==> config.mk <==
export PLATFORM = sky130hd
export DESIGN_NAME = cpu_program_sequencer
export DESIGN_NICKNAME = d
export VERILOG_FILES = /design/src/rtl/cpu_program_sequencer.sv
export SDC_FILE = /design/constraint.sdc
export NUM_CORES = 1
export LEC_CHECK = 0
export BUFFER_PORTS_ARGS = -buffer_cell sky130_fd_sc_hd__buf_2
export CELL_PAD_IN_SITES_DETAIL_PLACEMENT = 2
export CELL_PAD_IN_SITES_GLOBAL_PLACEMENT = 2
export CORE_MARGIN = 5
export CORE_UTILIZATION = 29
export DETAILED_ROUTE_END_ITERATION = 8
export GPL_TIMING_DRIVEN = 0
export PLACE_DENSITY_LB_ADDON = 0.1
export SETUP_SLACK_MARGIN = 0.1
export SYNTH_ARGS = -nofsm -noshare
export SYNTH_HDL_FRONTEND = slang
export SYNTH_SLANG_ARGS = --single-unit
==> constraint.sdc <==
create_clock -name clock -period 1.9 [get_ports clock]
set_input_delay 0.38 -clock clock [delete_from_list [all_inputs] [get_ports clock]]
set_output_delay 0.38 -clock clock [all_outputs]
set_load 0.02 [all_outputs]
==> src/rtl/cpu_program_sequencer.sv <==
`default_nettype none
// ============================================================================
// Module      : cpu_program_sequencer
// Description : Drives the 4-bit accumulator CPU command port from the system
//               clock: Reset, load DEPTH code + DEPTH data words from a
//               valid/ready source, Reset, then Run until a pc fixed point
//               or the step budget expires, and report status.
// Revision    : 1.0  initial release
// ============================================================================
module cpu_program_sequencer #(
    parameter int DEPTH     = 16,
    parameter int STEP_W    = 8,
    parameter int MAX_STEPS = 255
) (
    input  logic              clock,
    input  logic              reset_n,
    input  logic              start,
    input  logic              in_valid,
    output logic              in_ready,
    input  logic [3:0]        in_data,
    output logic [7:0]        cpu_io_in,
    input  logic [7:0]        cpu_io_out,
    output logic              busy,
    output logic              done,
    output logic              halted,
    output logic              timeout,
    output logic [STEP_W-1:0] steps,
    output logic [3:0]        result_acc
);

    localparam int                 c_CNT_W   = (DEPTH > 1) ? $clog2(DEPTH) : 1;
    localparam logic [c_CNT_W-1:0] c_LAST    = c_CNT_W'(DEPTH - 1);
    localparam logic [STEP_W-1:0]  c_MAX     = STEP_W'(MAX_STEPS);
    localparam logic [1:0]         c_CMD_RST = 2'd0;
    localparam logic [1:0]         c_CMD_LDC = 2'd1;
    localparam logic [1:0]         c_CMD_LDD = 2'd2;
    localparam logic [1:0]         c_CMD_RUN = 2'd3;

    typedef enum logic [2:0] {
        S_IDLE = 3'd0,
        S_RST1 = 3'd1,
        S_LDC  = 3'd2,
        S_LDD  = 3'd3,
        S_RST2 = 3'd4,
        S_RUN  = 3'd5,
        S_DONE = 3'd6
    } state_t;

    state_t              r_state,   w_state_nxt;
    logic                r_phase,   w_phase_nxt;
    logic [c_CNT_W-1:0]  r_cnt,     w_cnt_nxt;
    logic [1:0]          r_cmd,     w_cmd_nxt;
    logic [3:0]          r_arg,     w_arg_nxt;
    logic                r_cpu_clk, w_cpu_clk_nxt;
    logic [3:0]          r_pc_prev, w_pc_prev_nxt;
    logic [STEP_W-1:0]   r_steps,   w_steps_nxt;
    logic                r_halted,  w_halted_nxt;
    logic                r_timeout, w_timeout_nxt;
    logic [3:0]          r_acc,     w_acc_nxt;
    logic [3:0]          w_pc;

    assign w_pc       = cpu_io_out[7:4];
    assign cpu_io_in  = {r_arg, 1'b0, r_cmd, r_cpu_clk};
    assign in_ready   = ((r_state == S_LDC) || (r_state == S_LDD)) && !r_phase;
    assign busy       = (r_state != S_IDLE) && (r_state != S_DONE);
    assign done       = (r_state == S_DONE);
    assign halted     = r_halted;
    assign timeout    = r_timeout;
    assign steps      = r_steps;
    assign result_acc = r_acc;

    // Next-state and next-command decode; every command is phase 0 (cpu_clk low,
    // command set up) followed by phase 1 (cpu_clk high, command held).
    always_comb begin
        w_state_nxt   = r_state;
        w_phase_nxt   = r_phase;
        w_cnt_nxt     = r_cnt;
        w_cmd_nxt     = r_cmd;
        w_arg_nxt     = r_arg;
        w_cpu_clk_nxt = r_cpu_clk;
        w_pc_prev_nxt = r_pc_prev;
        w_steps_nxt   = r_steps;
        w_halted_nxt  = r_halted;
        w_timeout_nxt = r_timeout;
        w_acc_nxt     = r_acc;

        case (r_state)
            S_IDLE, S_DONE: begin
                if (start) begin
                    w_state_nxt   = S_RST1;
                    w_phase_nxt   = 1'b0;
                    w_cnt_nxt     = '0;
                    w_cmd_nxt     = c_CMD_RST;
                    w_arg_nxt     = 4'd0;
                    w_cpu_clk_nxt = 1'b0;
                    w_steps_nxt   = '0;
                    w_halted_nxt  = 1'b0;
                    w_timeout_nxt = 1'b0;
                end
            end
            S_RST1, S_RST2: begin
                if (!r_phase) begin
                    w_phase_nxt   = 1'b1;
                    w_cpu_clk_nxt = 1'b1;
                end else begin
                    w_phase_nxt   = 1'b0;
                    w_cpu_clk_nxt = 1'b0;
                    w_arg_nxt     = 4'd0;
                    if (r_state == S_RST1) begin
                        w_state_nxt = S_LDC;
                        w_cmd_nxt   = c_CMD_LDC;
                    end else begin
                        w_state_nxt = S_RUN;
                        w_cmd_nxt   = c_CMD_RUN;
                    end
                end
            end
            S_LDC, S_LDD: begin
                if (!r_phase) begin
                    // Without a word the CPU edge is simply withheld.
                    if (in_valid) begin
                        w_phase_nxt   = 1'b1;
                        w_cpu_clk_nxt = 1'b1;
                        w_arg_nxt     = (r_state == S_LDC) ? {2'b00, in_data[1:0]} : in_data;
                    end
                end else begin
                    w_phase_nxt   = 1'b0;
                    w_cpu_clk_nxt = 1'b0;
                    if (r_cnt == c_LAST) begin
                        w_cnt_nxt = '0;
                        if (r_state == S_LDC) begin
                            w_state_nxt = S_LDD;
                            w_cmd_nxt   = c_CMD_LDD;
                        end else begin
                            w_state_nxt = S_RST2;
                            w_cmd_nxt   = c_CMD_RST;
                            w_arg_nxt   = 4'd0;
                        end
                    end else begin
                        w_cnt_nxt = r_cnt + c_CNT_W'(1);
                    end
                end
            end
            S_RUN: begin
                if (!r_phase) begin
                    // A pc that did not move over the last step is a halt; it
                    // wins over an exhausted budget seen in the same cycle.
                    if ((r_steps != '0) && (w_pc == r_pc_prev)) begin
                        w_state_nxt  = S_DONE;
                        w_halted_nxt = 1'b1;
                        w_acc_nxt    = cpu_io_out[3:0];
                    end else if (r_steps == c_MAX) begin
                        w_state_nxt   = S_DONE;
                        w_timeout_nxt = 1'b1;
                        w_acc_nxt     = cpu_io_out[3:0];
                    end else begin
                        w_pc_prev_nxt = w_pc;
                        w_phase_nxt   = 1'b1;
                        w_cpu_clk_nxt = 1'b1;
                        if (r_steps != c_MAX) begin
                            w_steps_nxt = r_steps + STEP_W'(1);
                        end
                    end
                end else begin
                    w_phase_nxt   = 1'b0;
                    w_cpu_clk_nxt = 1'b0;
                end
            end
            default: begin
                w_state_nxt   = S_IDLE;
                w_phase_nxt   = 1'b0;
                w_cmd_nxt     = c_CMD_RST;
                w_arg_nxt     = 4'd0;
                w_cpu_clk_nxt = 1'b0;
            end
        endcase
    end

    // State and registered command port; cpu_clk comes straight from a flop.
    always_ff @(posedge clock or negedge reset_n) begin
        if (!reset_n) begin
            r_state   <= S_IDLE;
            r_phase   <= 1'b0;
            r_cnt     <= '0;
            r_cmd     <= c_CMD_RST;
            r_arg     <= 4'd0;
            r_cpu_clk <= 1'b0;
            r_pc_prev <= 4'd0;
            r_steps   <= '0;
            r_halted  <= 1'b0;
            r_timeout <= 1'b0;
            r_acc     <= 4'd0;
        end else begin
            r_state   <= w_state_nxt;
            r_phase   <= w_phase_nxt;
            r_cnt     <= w_cnt_nxt;
            r_cmd     <= w_cmd_nxt;
            r_arg     <= w_arg_nxt;
            r_cpu_clk <= w_cpu_clk_nxt;
            r_pc_prev <= w_pc_prev_nxt;
            r_steps   <= w_steps_nxt;
            r_halted  <= w_halted_nxt;
            r_timeout <= w_timeout_nxt;
            r_acc     <= w_acc_nxt;
        end
    end

endmodule
`default_nettype wire

==> reports/metrics.yaml, run 1 <==
worst_setup_path_start_kind: "flop"
p_int_mw: 2.71
cts-hold-fix-buffers: 0
grt_pass1_vias: 2161
cp-end-kind: "flop"
drive_gt1_share_pct: 54.4
max_slew.worst_pin.slew_ns: 0.795
postRouteAntennaNets: 0
vias: 1979
dp.cells: 322
htreeDepth: 2
crit_required_ns: 2.14
final_cell_mix: "40 x buf_4, 36 x buf_2, 29 x dfrtp_1"
p_per_area_mw_per_mm2: 1630
yosysTopAreaCellShare_pct: 43.0
hold_class: "input pin to asynchronous set/reset pin"
combPwrFrac_pct: 65.7
die_width_um: 91.4
yosys-top-cells-area: "dfrtp_1 43%, mux2_2 5.9%, nand2_1 4.9%"
area_growth_pct: 59.5
synth-async-reset-ratio_pct: 100
gp_congestion: 0.714
synth_top_area_cell: "dfrtp_1"
cts_tree: "done"
seqPwrFrac_pct: 22.5
ir_drop_v: 0.000746
grt_usage_pct: 16.7
clk_path_buf_depth: 2
root_buffer: "clkbuf_8"
total_leakage_power_nw: 1.37
syn_inst: 207
worstSkewPairLatency_ns: 0.31
dr.pass1.iters: 4
hold_viol_final: 0
power_frac_clock_pct: 11.7
yosys_most_used_dff: "dfrtp_1"
die_h_um: 91.4
numPortBuffers: 38
initial_utilization_pct: 30.1
synth-seq-cells: 33
crit_fanout: 5
slew_headroom_pct: 47.0
timing.final.crit_share_pct: 107
crit_slowest_cell: "or4_4"
ys_types: 50
violations: "setup timing"
outcome: "complete, but fails checks"
cts_inserted_buffers: 5
sw_frac_of_total_pct: 45.7
startpoint: "r_state[0]"
syn_nets: 226
final_net_count: 314
cts_sinks: 33
avgSynthCellArea_um2: 9.27
rsz0062_at_grt: "true"
wire_per_inst_um: 22.0
maxCapViolations: 0
min_period_ns: 2.03
core_area_mm2: 0.00639
critPathKind: "flop to flop"
post-route-cell-area_mm2: 0.00306
die_area_mm2: 0.00835
fin_ws_ns: -0.128
yosysWarnings: 0
num_rows: 29
ios: 41
syn_area_mm2: 0.00192
vias_per_cell: 5.31
synth-seq-area-share_pct: 43.0
diodes: 0
synth_edf_count: 0
cp_slowest_stage_delay_ns: 0.53
clock.fmax_ghz: 0.493
clk_pin_slew_ns: 0.08
skew_ns: 0.0108
grt_max_degree: 34
layout_commonest_cell: "buf_4"
placedInstanceArea_mm2: 0.00225
crit-reg2reg-launch: "r_state[0]"
grt_overflow: 0
net-switching-power_mw: 2.29
arrival_ns: 2.27
p_total_mw: 5.00
crit_chain: "buf_6, or4b_4, o211ai_4, o21ai_4, or4_4, a21oi_2"
drtIter0Drc: 79
place.detailed.hpwl_um: 4200
setup_viol: 11
grt_pass1_wl_um: 11100
drv_slew: 0
antenna_found_initial: 0
drc_errors: 0
wirelength_um: 8220
layout.cells.non_filler: 373
synthesized netlist by cell type (3+ instances only):
cell type  count
a21oi_1       10
a31oi_1        4
and3_1         3
clkbuf_1       7
dfrtp_1       33
ha_1           3
inv_1          4
mux2_2        10
nand2_1       25
nand3_1        9
nand4_1        3
nor2_1        13
nor2b_1        6
nor3_1         3
nor4_1         3
o21ai_0       18
o31ai_1        5
or2_2          3
xor2_1         4
state kept, by name, indices dropped and copies added (netlist names), 2 cells and up:
signal	cells
r_arg	4
result_acc	4
r_state	3
steps	8
r_cnt	4
r_pc_prev	4
r_cmd	2
cell families (layout without fill, tap and decap cells):
group | Yosys count | count (layout) | share of synthesized area, %
xor+xnor | 5 | 5 | 2.28
flops | 33 | 33 | 43.0
buf+inv | 17 | 105 | 4.24
mux | 12 | 12 | 6.91
fa+ha+maj | 3 | 3 | 1.96
compound gates | 52 | 53 | 17.5
other cells | 1 | 1 | 0.195
simple gates | 84 | 84 | 23.9
power by group through the flow:
stage	Sequential (mW)	Combinational (mW)	Clock [mW]
2_1_floorplan	1.15	1.22	0
3_3_place_gp	1.07	1.84	0
3_5_place_dp	1.08	1.89	0
4_1_cts	1.10	2.66	0.578
5_1_grt	1.16	3.49	0.645
6_report	1.13	3.28	0.586
worst paths after layout:
path	end	slack, ns	cells past startpoint
worst max-delay path	steps[3]	-0.13	6
worst min-delay path	r_phase	0.14	1
worst max register to register	steps[3]	-0.13	6
worst min register to register	r_cnt[3]	0.50	1
max in group asynchronous	steps[0]	1.19	1
min in group clock	result_acc[0]	0.30	2
critical path: cells and delay by family (launching register included):
family / cells / cell delay [ns]
and+or+nand+nor: 2 / 1.03
AOI/OAI and AO/OA: 3 / 0.39
buffers and inverters: 1 / 0.13
DFF: 1 / 0.40
routing by layer:
metal	GRT usage, %	up-vias	wire length, um
met5	0	-	0
met3	5.21	7	326
li1	-	924	-
met4	4.03	0	64
met2	28.7	46	4130
met1	20.3	1002	3700
stage by stage:
stage	util [%]	TNS, ns	setup slack (ns)	hold WS, ns
after floorplan	-	-0.0320	-0.0320	0.0844
after global placement	35.1	-10.64	-0.594	0.462
after detailed placement	35.2	-8.82	-0.505	0.472
after CTS	43.4	-0.154	-0.0854	0.201
after global routing	47.9	-2.28	-0.253	0.200
final	47.9	-0.679	-0.128	0.140
what timing repair did:
action / in CTS / in global routing
setup endpoints to repair: 35 / 31
setup buffers: 24 / 19
pin swaps: 16 / 16
gates cloned: 1 / 0
gates resized for setup: 63 / 45
area by class of cell:
class                   instances  area, um^2
multi-input cells             158        1350
well taps                      77        96.3
flip-flops and latches         33         831
repair buffers                 81         556
inverters                       4        15.0
clock inverters                 3        22.5
plain buffers                  12         118
fillers                       675        3330
clock buffers                   5        68.8
Note: power is estimated with default switching activity, not from simulation.
==> inputs of run 2 (changes only) <==
- CORE_UTILIZATION: 29 -> 33
- clock period: 1.9 -> 2.15 ns (I/O delays scaled with it)
==> run 2 against run 1 <==
  * The flow now finishes without violations
  * Clock skew down 0.0011 ns
  * Via count down 3.6%
  * Global-route usage grew 0.94 points
  * Die area down 11%
  * Critical path depth is 2 lower
  * First-iteration DRC count fell by 57%
  * Sequential cell count stayed put
  * Hold slack improved by 0.080 ns
  * Power down 27%
  * Sequential share of layout area is 4.2 points higher
  * Final cell count shrank 7.5%
  * Largest cell class unchanged
==> reports/metrics.yaml, run 2 (same netlist as run 1, synthesis figures left out) <==
grt_usage_pct: 17.6  # was 16.7%
maxCapViolations: 0  # unchanged
place.detailed.hpwl_um: 4150  # was 4200 um
drc_errors: 0  # unchanged
crit_slowest_cell: "clkbuf_1"  # was or4_4
cp-end-kind: "output port"  # was flop
antenna_found_initial: 0  # unchanged
worst_setup_path_start_kind: "flop"  # unchanged
vias_per_cell: 5.53  # was 5.31
die_h_um: 86.3  # was 91.4 um
cts_sinks: 33  # unchanged
root_buffer: "clkbuf_8"  # unchanged
critPathKind: "flop to output port"  # was flop to flop
hold_viol_final: 0  # unchanged
grt_overflow: 0  # unchanged
final_net_count: 291  # was 314
grt_pass1_wl_um: 10300  # was 11100 um
cp_slowest_stage_delay_ns: 0.43  # was 0.53 ns
wirelength_um: 6630  # was 8220 um
wire_per_inst_um: 19.2  # was 22.0 um
die_area_mm2: 0.00744  # was 0.00835 mm^2
htreeDepth: 2  # unchanged
core_area_mm2: 0.00557  # was 0.00639 mm^2
tns_ns: 0  # was -0.679 ns
layout_commonest_cell: "buf_2"  # was buf_4
initial_utilization_pct: 34.4  # was 30.1%
placedInstanceArea_mm2: 0.00221  # was 0.00225 mm^2
slew_headroom_pct: 47.0  # about the same
cts_tree: "done"  # unchanged
postRouteAntennaNets: 0  # unchanged
diodes: 0  # unchanged
grt_pass1_vias: 2031  # was 2161
rsz0062_at_grt: "true"  # unchanged
setup_viol: 0  # was 11
dp.cells: 317  # was 322
die_width_um: 86.3  # was 91.4 um
largest_reg_flops: 8  # unchanged
min_period_ns: 2.02
numPortBuffers: 38  # unchanged
crit_required_ns: 1.72  # was 2.14 ns
area_growth_pct: 37.4  # was 59.5%
cts_inserted_buffers: 5  # unchanged
outcome: "complete, no violations"  # was complete, but fails checks
timing.final.crit_share_pct: 93.7
ff2ff_setup_slack_ns: 0.15  # was -0.13 ns
num_rows: 27  # was 29
arrival_ns: 1.59  # was 2.27 ns
crit_chain: "clkbuf_1, clkbuf_8, nor2_4, buf_2"  # was buf_6, or4b_4, o211ai_4, o21ai_4, or4_4, a21oi_2
vias: 1907  # was 1979
p_per_area_mw_per_mm2: 1380  # was 1630 mW/mm^2
final_cell_mix: "42 x buf_2, 32 x dfrtp_1, 24 x nand2_1"  # was 40 x buf_4, 36 x buf_2, 29 x dfrtp_1
clk_path_buf_depth: 2  # unchanged
post-route-cell-area_mm2: 0.00264  # was 0.00306 mm^2
gp_congestion: 0.750  # was 0.714
total_leakage_power_nw: 1.22  # was 1.37 nW
dr.pass1.iters: 4  # unchanged
worstSkewPairLatency_ns: 0.30  # was 0.31 ns
grt_max_degree: 34  # unchanged
drtIter0Drc: 34  # was 79
layout.cells.non_filler: 345  # was 373
ir_drop_v: 0.000493  # was 0.000746 V
max_slew.worst_pin.slew_ns: 0.795  # about the same
hold_class: "input pin to asynchronous set/reset pin"  # unchanged
skew_ns: 0.00973  # was 0.0108 ns
drive_gt1_share_pct: 44.3  # was 54.4%
ios: 41  # unchanged
crit_fanout: 10  # was 5
clock.fmax_ghz: 0.496
clk_pin_slew_ns: 0.08  # about the same
drv_slew: 0  # unchanged
run 2: cell types whose count changed in the layout (fill, tap and decap cells not counted), moves of 5 or more:
cell,delta
o21ai_0,+6
buf_4,-18
mux2_4,-6
buf_2,+6
mux2_2,+6
o21ai_1,-5
buf_6,-10
run 2: per-stage QoR:
step | utilization [%] | total power, mW | hold WS [ns] | setup WS [ns]
5_1_grt | 47.3 | 3.91 | 0.271 | 0.0447
2_1_floorplan | - | 2.07 | 0.134 | 0.116
3_5_place_dp | 39.6 | 2.58 | 0.470 | -0.293
4_1_cts | 44.2 | 3.33 | 0.237 | 0.0885
6_report | 47.3 | 3.64 | 0.220 | 0.134
3_3_place_gp | 39.5 | 2.51 | 0.464 | -0.294
run 2: final timing paths:
check                               from            end  cells past startpoint
max                              r_phase       in_ready                      4
min                              reset_n       steps[6]                      1
max reg2reg                   r_state[0]       steps[3]                      7
min reg2reg                     r_cnt[3]       r_cnt[3]                      1
max in group asynchronous        reset_n     r_state[2]                      1
min in group clock         cpu_io_out[0]  result_acc[0]                      2
run 2: power by group:
part           total [mW]  switching (mW)  leakage, nW  internal, mW
Sequential          0.947           0.141        0.435         0.806
Clock               0.480           0.256       0.0439         0.224
Combinational        2.21            1.26        0.741         0.944
Total                3.64            1.66         1.22          1.97
run 2: critical path, delay by kind of cell (launching register included):
kind | cells | cell delay, ns
buffers and inverters | 3 | 0.90
flip-flops | 1 | 0.32
AND/OR/NAND/NOR | 1 | 0.07
run 2: routing by layer:
metal | vias to the layer above | part of all wire (%) | track usage [%] | routed length [um]
met4 | 0 | 1.5 | 5.52 | 101
li1 | 876 | - | - | -
met5 | - | 0 | 0 | 0
met2 | 38 | 50 | 29.6 | 3330
met3 | 12 | 4.1 | 4.37 | 270
met1 | 981 | 44 | 22.3 | 2930
run 2: timing repair:
item / 4_1_cts / 5_1_grt
buffers inserted: 11 / 9
gates cloned: 1 / 0
pin swaps: 2 / 9
hold buffers: 0 / 0
resized for setup: 22 / 28
endpoints found under the setup margin: 27 / 27
run 2: final cells by class:
cell class | instances | area [um^2]
plain buffers | 12 | 83.8
clock buffers | 5 | 68.8
clock inverters | 3 | 17.5
fillers | 624 | 2940
inverters | 4 | 15.0
multi-input cells | 158 | 1190
flip-flops and latches | 33 | 827
well taps | 72 | 90.1
repair buffers | 58 | 344
